File: config.mk
export PLATFORM = sky130hd
export DESIGN_NAME = regfile_sequencer
export DESIGN_NICKNAME = d
export VERILOG_FILES = /design/src/rtl/regfile_sequencer.sv
export SDC_FILE = /design/constraint.sdc
export NUM_CORES = 1
export LEC_CHECK = 0
export CAP_MARGIN = 40
export CELL_PAD_IN_SITES_DETAIL_PLACEMENT = 0
export CELL_PAD_IN_SITES_GLOBAL_PLACEMENT = 2
export CORE_AREA = 3 3 183 185
export CTS_BUF_LIST = sky130_fd_sc_hd__clkbuf_16
export DETAILED_ROUTE_END_ITERATION = 12
export DIE_AREA = 0 0 186 188
export PLACE_DENSITY_LB_ADDON = 0.1
export SETUP_SLACK_MARGIN = 0.05
export SYNTH_ARGS = -nofsm -noshare
export SYNTH_HDL_FRONTEND = slang
export SYNTH_SLANG_ARGS = --single-unit
File: constraint.sdc
create_clock -name clk -period 3.9 [get_ports clk]
set_input_delay 0.585 -clock clk [delete_from_list [all_inputs] [get_ports clk]]
set_output_delay 0.585 -clock clk [all_outputs]
set_load 0.05 [all_outputs]
File: src/rtl/regfile_sequencer.sv
// regfile_sequencer: command-side initiator for the 16-bit register file.
// Accepts one ALU/move command per handshake, reads both operands through the
// register file's combinational read ports, computes the result and issues a
// single write-back through the shared write address (rf_register1).
// Optional build macro REGSEQ_OVERLAP_EN: accept the next command during WB,
// raising throughput from one command per 4 cycles to one per 3 cycles.
module regfile_sequencer #(
    parameter int DATA_W  = 16,
    parameter int ADDR_W  = 5,
    parameter int MAX_REG = 10,
    parameter int CMP_REG = 9
) (
    input  logic              clk,
    input  logic              reset,
    input  logic              cmd_valid,
    output logic              cmd_ready,
    input  logic [3:0]        cmd_op,
    input  logic [ADDR_W-1:0] cmd_rdest,
    input  logic [ADDR_W-1:0] cmd_rsrc,
    input  logic [DATA_W-1:0] cmd_imm,
    output logic [ADDR_W-1:0] rf_register1,
    output logic [ADDR_W-1:0] rf_register2,
    output logic [DATA_W-1:0] rf_data_in,
    output logic              rf_write,
    input  logic [DATA_W-1:0] rf_r1_data,
    input  logic [DATA_W-1:0] rf_r2_data,
    output logic              done,
    output logic              err,
    output logic [DATA_W-1:0] result
);

    localparam logic [3:0] OP_NOP  = 4'd0;
    localparam logic [3:0] OP_MOV  = 4'd1;
    localparam logic [3:0] OP_ADD  = 4'd2;
    localparam logic [3:0] OP_SUB  = 4'd3;
    localparam logic [3:0] OP_AND  = 4'd4;
    localparam logic [3:0] OP_OR   = 4'd5;
    localparam logic [3:0] OP_XOR  = 4'd6;
    localparam logic [3:0] OP_MOVI = 4'd7;
    localparam logic [3:0] OP_ADDI = 4'd8;
    localparam logic [3:0] OP_CMP  = 4'd9;
    localparam logic [3:0] OP_LSH  = 4'd10;

    typedef enum logic [1:0] {
        S_IDLE = 2'd0,
        S_READ = 2'd1,
        S_EXEC = 2'd2,
        S_WB   = 2'd3
    } state_t;

    state_t              state_reg;
    state_t              state_next;

    logic [3:0]          op_reg;
    logic [ADDR_W-1:0]   rdest_reg;
    logic [ADDR_W-1:0]   rsrc_reg;
    logic [DATA_W-1:0]   imm_reg;
    logic [DATA_W-1:0]   opa_reg;
    logic [DATA_W-1:0]   opb_reg;
    logic [DATA_W-1:0]   result_reg;
    logic [ADDR_W-1:0]   waddr_reg;
    logic                wen_reg;
    logic                err_reg;

    logic                ready_int;
    logic                accept;
    logic [DATA_W-1:0]   alu_next;
    logic                err_next;
    logic                wen_next;
    logic [ADDR_W-1:0]   waddr_next;

    logic [ADDR_W-1:0]   field [2];
    logic [1:0]          field_ok;
    logic                op_legal;
    logic                uses_rdest;
    logic                uses_rsrc;

    // Acceptance window: IDLE always, WB as well when overlapping is built in.
`ifdef REGSEQ_OVERLAP_EN
    assign ready_int = (state_reg == S_IDLE) || (state_reg == S_WB);
`else
    assign ready_int = (state_reg == S_IDLE);
`endif

    // Reset masks the handshake so nothing is captured while reset is high.
    assign cmd_ready = ready_int && !reset;
    assign accept    = cmd_valid && cmd_ready;

    // Register-field legality: a field is usable when it is 1..MAX_REG.
    assign field[0] = rdest_reg;
    assign field[1] = rsrc_reg;

    generate
        for (genvar gi = 0; gi < 2; gi++) begin : g_field_chk
            assign field_ok[gi] = (field[gi] != '0) &&
                                  (field[gi] <= ADDR_W'(MAX_REG));
        end
    endgenerate

    // Decode which fields the captured opcode depends on and whether it exists.
    always_comb begin
        op_legal   = (op_reg <= OP_LSH);
        uses_rdest = (op_reg != OP_NOP);
        uses_rsrc  = 1'b0;
        case (op_reg)
            OP_MOV, OP_ADD, OP_SUB, OP_AND, OP_OR, OP_XOR,
            OP_CMP, OP_LSH: uses_rsrc = 1'b1;
            default:        uses_rsrc = 1'b0;
        endcase
    end

    // Error, write-enable and write-address decisions made in EXEC.
    always_comb begin
        err_next   = !op_legal ||
                     (uses_rdest && !field_ok[0]) ||
                     (uses_rsrc  && !field_ok[1]);
        wen_next   = !err_next && (op_reg != OP_NOP);
        waddr_next = (op_reg == OP_CMP) ? ADDR_W'(CMP_REG) : rdest_reg;
    end

    // Datapath: all arithmetic wraps at DATA_W bits.
    always_comb begin
        alu_next = '0;
        case (op_reg)
            OP_MOV:  alu_next = opb_reg;
            OP_ADD:  alu_next = opa_reg + opb_reg;
            OP_SUB:  alu_next = opa_reg - opb_reg;
            OP_AND:  alu_next = opa_reg & opb_reg;
            OP_OR:   alu_next = opa_reg | opb_reg;
            OP_XOR:  alu_next = opa_reg ^ opb_reg;
            OP_MOVI: alu_next = imm_reg;
            OP_ADDI: alu_next = opa_reg + imm_reg;
            OP_CMP: begin
                alu_next[0] = (opa_reg == opb_reg);
                alu_next[1] = (opa_reg < opb_reg);
                alu_next[2] = ($signed(opa_reg) < $signed(opb_reg));
            end
            OP_LSH:  alu_next = opa_reg << opb_reg[3:0];
            default: alu_next = '0;
        endcase
    end

    // Next-state logic for the IDLE -> READ -> EXEC -> WB loop.
    always_comb begin
        state_next = state_reg;
        case (state_reg)
            S_IDLE: if (accept) state_next = S_READ;
            S_READ: state_next = S_EXEC;
            S_EXEC: state_next = S_WB;
            S_WB:   state_next = accept ? S_READ : S_IDLE;
            default: state_next = S_IDLE;
        endcase
    end

    // State register; reset aborts any command in flight.
    always_ff @(posedge clk) begin
        if (reset) begin
            state_reg <= S_IDLE;
        end else begin
            state_reg <= state_next;
        end
    end

    // Command capture, operand latch and EXEC results.
    always_ff @(posedge clk) begin
        if (reset) begin
            op_reg     <= '0;
            rdest_reg  <= '0;
            rsrc_reg   <= '0;
            imm_reg    <= '0;
            opa_reg    <= '0;
            opb_reg    <= '0;
            result_reg <= '0;
            waddr_reg  <= '0;
            wen_reg    <= 1'b0;
            err_reg    <= 1'b0;
        end else begin
            if (accept) begin
                op_reg    <= cmd_op;
                rdest_reg <= cmd_rdest;
                rsrc_reg  <= cmd_rsrc;
                imm_reg   <= cmd_imm;
            end
            if (state_reg == S_READ) begin
                opa_reg <= rf_r1_data;
                opb_reg <= rf_r2_data;
            end
            if (state_reg == S_EXEC) begin
                result_reg <= alu_next;
                waddr_reg  <= waddr_next;
                wen_reg    <= wen_next;
                err_reg    <= err_next;
            end
        end
    end

    // Register-file port drive and completion pulses; all quiet while in reset.
    always_comb begin
        rf_register1 = '0;
        rf_register2 = '0;
        rf_data_in   = '0;
        rf_write     = 1'b0;
        done         = 1'b0;
        err          = 1'b0;
        case (state_reg)
            S_READ: begin
                rf_register1 = rdest_reg;
                rf_register2 = rsrc_reg;
            end
            S_WB: begin
                rf_register1 = waddr_reg;
                rf_data_in   = result_reg;
                rf_write     = wen_reg && !reset;
                done         = !reset;
                err          = err_reg && !reset;
            end
            default: ;
        endcase
    end

    assign result = result_reg;

endmodule

==> run summary <==
Largest net degree at the start of global routing - 61
Actual slew at the worst max-slew pin - 0.877 ns
Drt first-iter violations - 666
Yosys reg bits - 88
Post-CTS Resized - 0
Met2 usage - 0.318
DRT antenna net count - 0
Met3 Track Usage GR - 0.0338
CP Class - reg2reg
Clk slew on worst S/H paths - 0.08 ns
CTS tree - done
Final core utilization - 0.306
Synthesized area per cell - 7.65 µm²
Fillers - 3541
WL final - 36.8 mm
Yosys top cell by area - dfxtp_1
Final setup viols - 0
Pleak - 0.00369 µW
Fin Clk Skew - 0.0181 ns
Total of max-cap violations - 0
Synth area leaders - dfxtp_1, ha_1, mux2i_1
Clk sinks - 88
Clk_lat worst skew - 0.38 ns
Commonest non-fill, non-tap cell in the layout - clkdlybuf4s50_1
Gr busiest metal - met2
Status - finished, final reports clean
Die Area - 35000 µm²
Initial core utilization - 0.247
Initial antenna violation count - 0
Warnings from Yosys - 0
Mapped cell area - 7950 µm²
CTS Root Cell - clkbuf_16
Drt wl/cell - 23.7 µm
Final HPWL DP - 28.8 mm
Main synth FF type - dfxtp_1
Worst EP required - 4.14 ns
Global-route wire length before repair - 53.8 mm
Cell count after synthesis - 1040
Internal Dissipation - 2650 µW
DRC Markers - 0
Vias in the first global route - 7888
DR pass1 iterations - 5
Total CTS buffers - 9
Switching share of power - 0.504
# nets final - 1285
Crit path launch type - flop
Post-synth top area share - 0.221
Post-synth EDFFs - 0
Async set or reset register ratio after synthesis - 0
Worst setup EP type - flop
Syn nets - 1190
Final Critical Period - 3.25 ns
Layout area overhead - 23.9%
Setup bufs post-CTS - 0
Reg power frac - 0.245
Post-synthesis sequential area ratio - 0.221
Final Hold Vio Count - 0
FMAX - 307 MHz
CTS Buffer Depth - 2
Worst Path Max Fanout - 13
Clock share of power - 0.165
Worst hold path type - reg2reg
Tcrit/Tclk final - 0.834
Vias - 8046
Fin. max-slew vios - 0
Count of cell types in the netlist - 75
Most frequent cells in the layout - clkdlybuf4s50_1, nand2_1, nor2_1
Avg Vias per Cell - 5.19
Share of layout cells above drive strength 1 - 0.0667
Tot GR Track Use - 0.209
Ports - 111
Max VDD drop - 0.221 mV
GRT Residual Overflow - 0
# H-tree levels - 3
Met1 Use GR - 0.305
IO buf count - 110
Logic gate share of total power - 0.589
RSZ-0062 raised after global routing - false
Power density over cell area - 542 nW/µm²
Core Rows - 66
CTS Hold Bufs - 0
TNS Setup - 0 ns
CP arrival - 3.49 ns
Slew margin rel. - 0.410
Sw power - 2690 µW
Core area - 32200 µm²
GP Congestion - 0.912
Die height - 188 µm
Hold_ws - 0.468 ns
DIE WIDTH - 186 µm
-- worst max-delay path, cell delays in order, from the launching register on --
cell and delay [ns]:
dfxtp_1 0.48, inv_1 0.08, ha_1 0.58, nand4_1 0.25, a2111oi_0 0.64, nor4_1 0.26
nor2b_1 0.21, o21bai_2 0.18, xnor2_1 0.08, a211oi_1 0.24, a311oi_1 0.11
-- path summary, 6_finish.rpt --
check                             from                        end  slack [ns]  cells after the start
max            opa_reg[8]$_SDFFE_PP0P_    result[11]$_SDFFE_PP0N_        0.65                     10
min          waddr_reg[4]$_SDFFE_PP0N_  waddr_reg[4]$_SDFFE_PP0N_        0.47                      2
max reg2reg    opa_reg[8]$_SDFFE_PP0P_    result[11]$_SDFFE_PP0N_        0.65                     10
min reg2reg  waddr_reg[4]$_SDFFE_PP0N_  waddr_reg[4]$_SDFFE_PP0N_        0.47                      2
-- per-stage QoR --
step	setup WS, ns	instances	total power, µW	instance area (µm²)
finish	0.646	1549	5340	9850
global route	0.427	1548	5710	9850
CTS	0.620	1548	5360	9850
detailed placement	0.633	1532	4450	9580
global placement	0.599	1532	4490	9580
floorplan	0.958	1040	3330	7950
-- logic make-up (layout without fill, tap and decap cells) --
| kind of cell | count (synthesis) | in the layout | synth area share |
|---|---|---|---|
| adders and majority gates | 85 | 85 | 0.137 |
| and+or+nand+nor | 353 | 353 | 0.212 |
| AOI/OAI and AO/OA | 304 | 304 | 0.255 |
| other | 0 | 1 | 0 |
| DFF | 88 | 88 | 0.221 |
| buffers and inverters | 118 | 218 | 0.0588 |
| xor gates and xnor gates | 24 | 24 | 0.0264 |
| muxes | 68 | 68 | 0.0897 |
-- per-layer routing --
layer,share of wire,up-vias
met5,0,-
met4,0.022,0
met3,0.052,40
met2,0.43,270
met1,0.49,3826
li1,-,3910
-- final cells by class --
cell class | instances | area, µm² | area share
clock buffer | 9 | 225 | 0.0229
sequential | 88 | 1760 | 0.179
multi-input combinational | 834 | 5730 | 0.581
inverter | 57 | 216 | 0.0220
antenna | 1 | 2.50 | 0.000254
timing repair buffer | 145 | 1360 | 0.138
clock inverter | 7 | 47.5 | 0.00483
tap | 408 | 510 | 0.0518
-- power by group through the flow --
stage / combinational, µW / sequential [µW] / clock, µW
global route: 3430 / 1340 / 940
floorplan: 2090 / 1240 / 0
detailed placement: 3120 / 1330 / 0
global placement: 3170 / 1330 / 0
finish: 3140 / 1310 / 883
CTS: 3130 / 1310 / 924
-- synth_stat cells, types with 3 or more instances --
cell type	number
a2111oi_0	5
a211o_1	3
a211oi_1	21
a21o_1	14
a21oi_1	72
a221oi_1	6
a22o_1	5
a22oi_1	14
a311oi_1	5
a31oi_1	9
a41oi_1	4
and2_1	31
and3_1	7
buf_1	9
buf_2	9
clkbuf_1	41
clkinv_1	3
dfxtp_1	88
fa_1	3
ha_1	82
inv_1	50
inv_2	3
mux2_2	5
mux2i_1	60
nand2_1	96
nand2b_1	39
nand3_1	24
nand3b_1	3
nand4_1	4
nor2_1	96
nor2b_1	19
nor3_1	18
nor4_1	6
o2111ai_1	3
o211ai_1	9
o21a_1	5
o21ai_0	52
o21ai_1	17
o21bai_1	10
o221ai_1	8
o22ai_1	14
o31ai_1	4
xnor2_1	18
xor2_1	6
No activity file was read; power rests on OpenSTA's default activity.
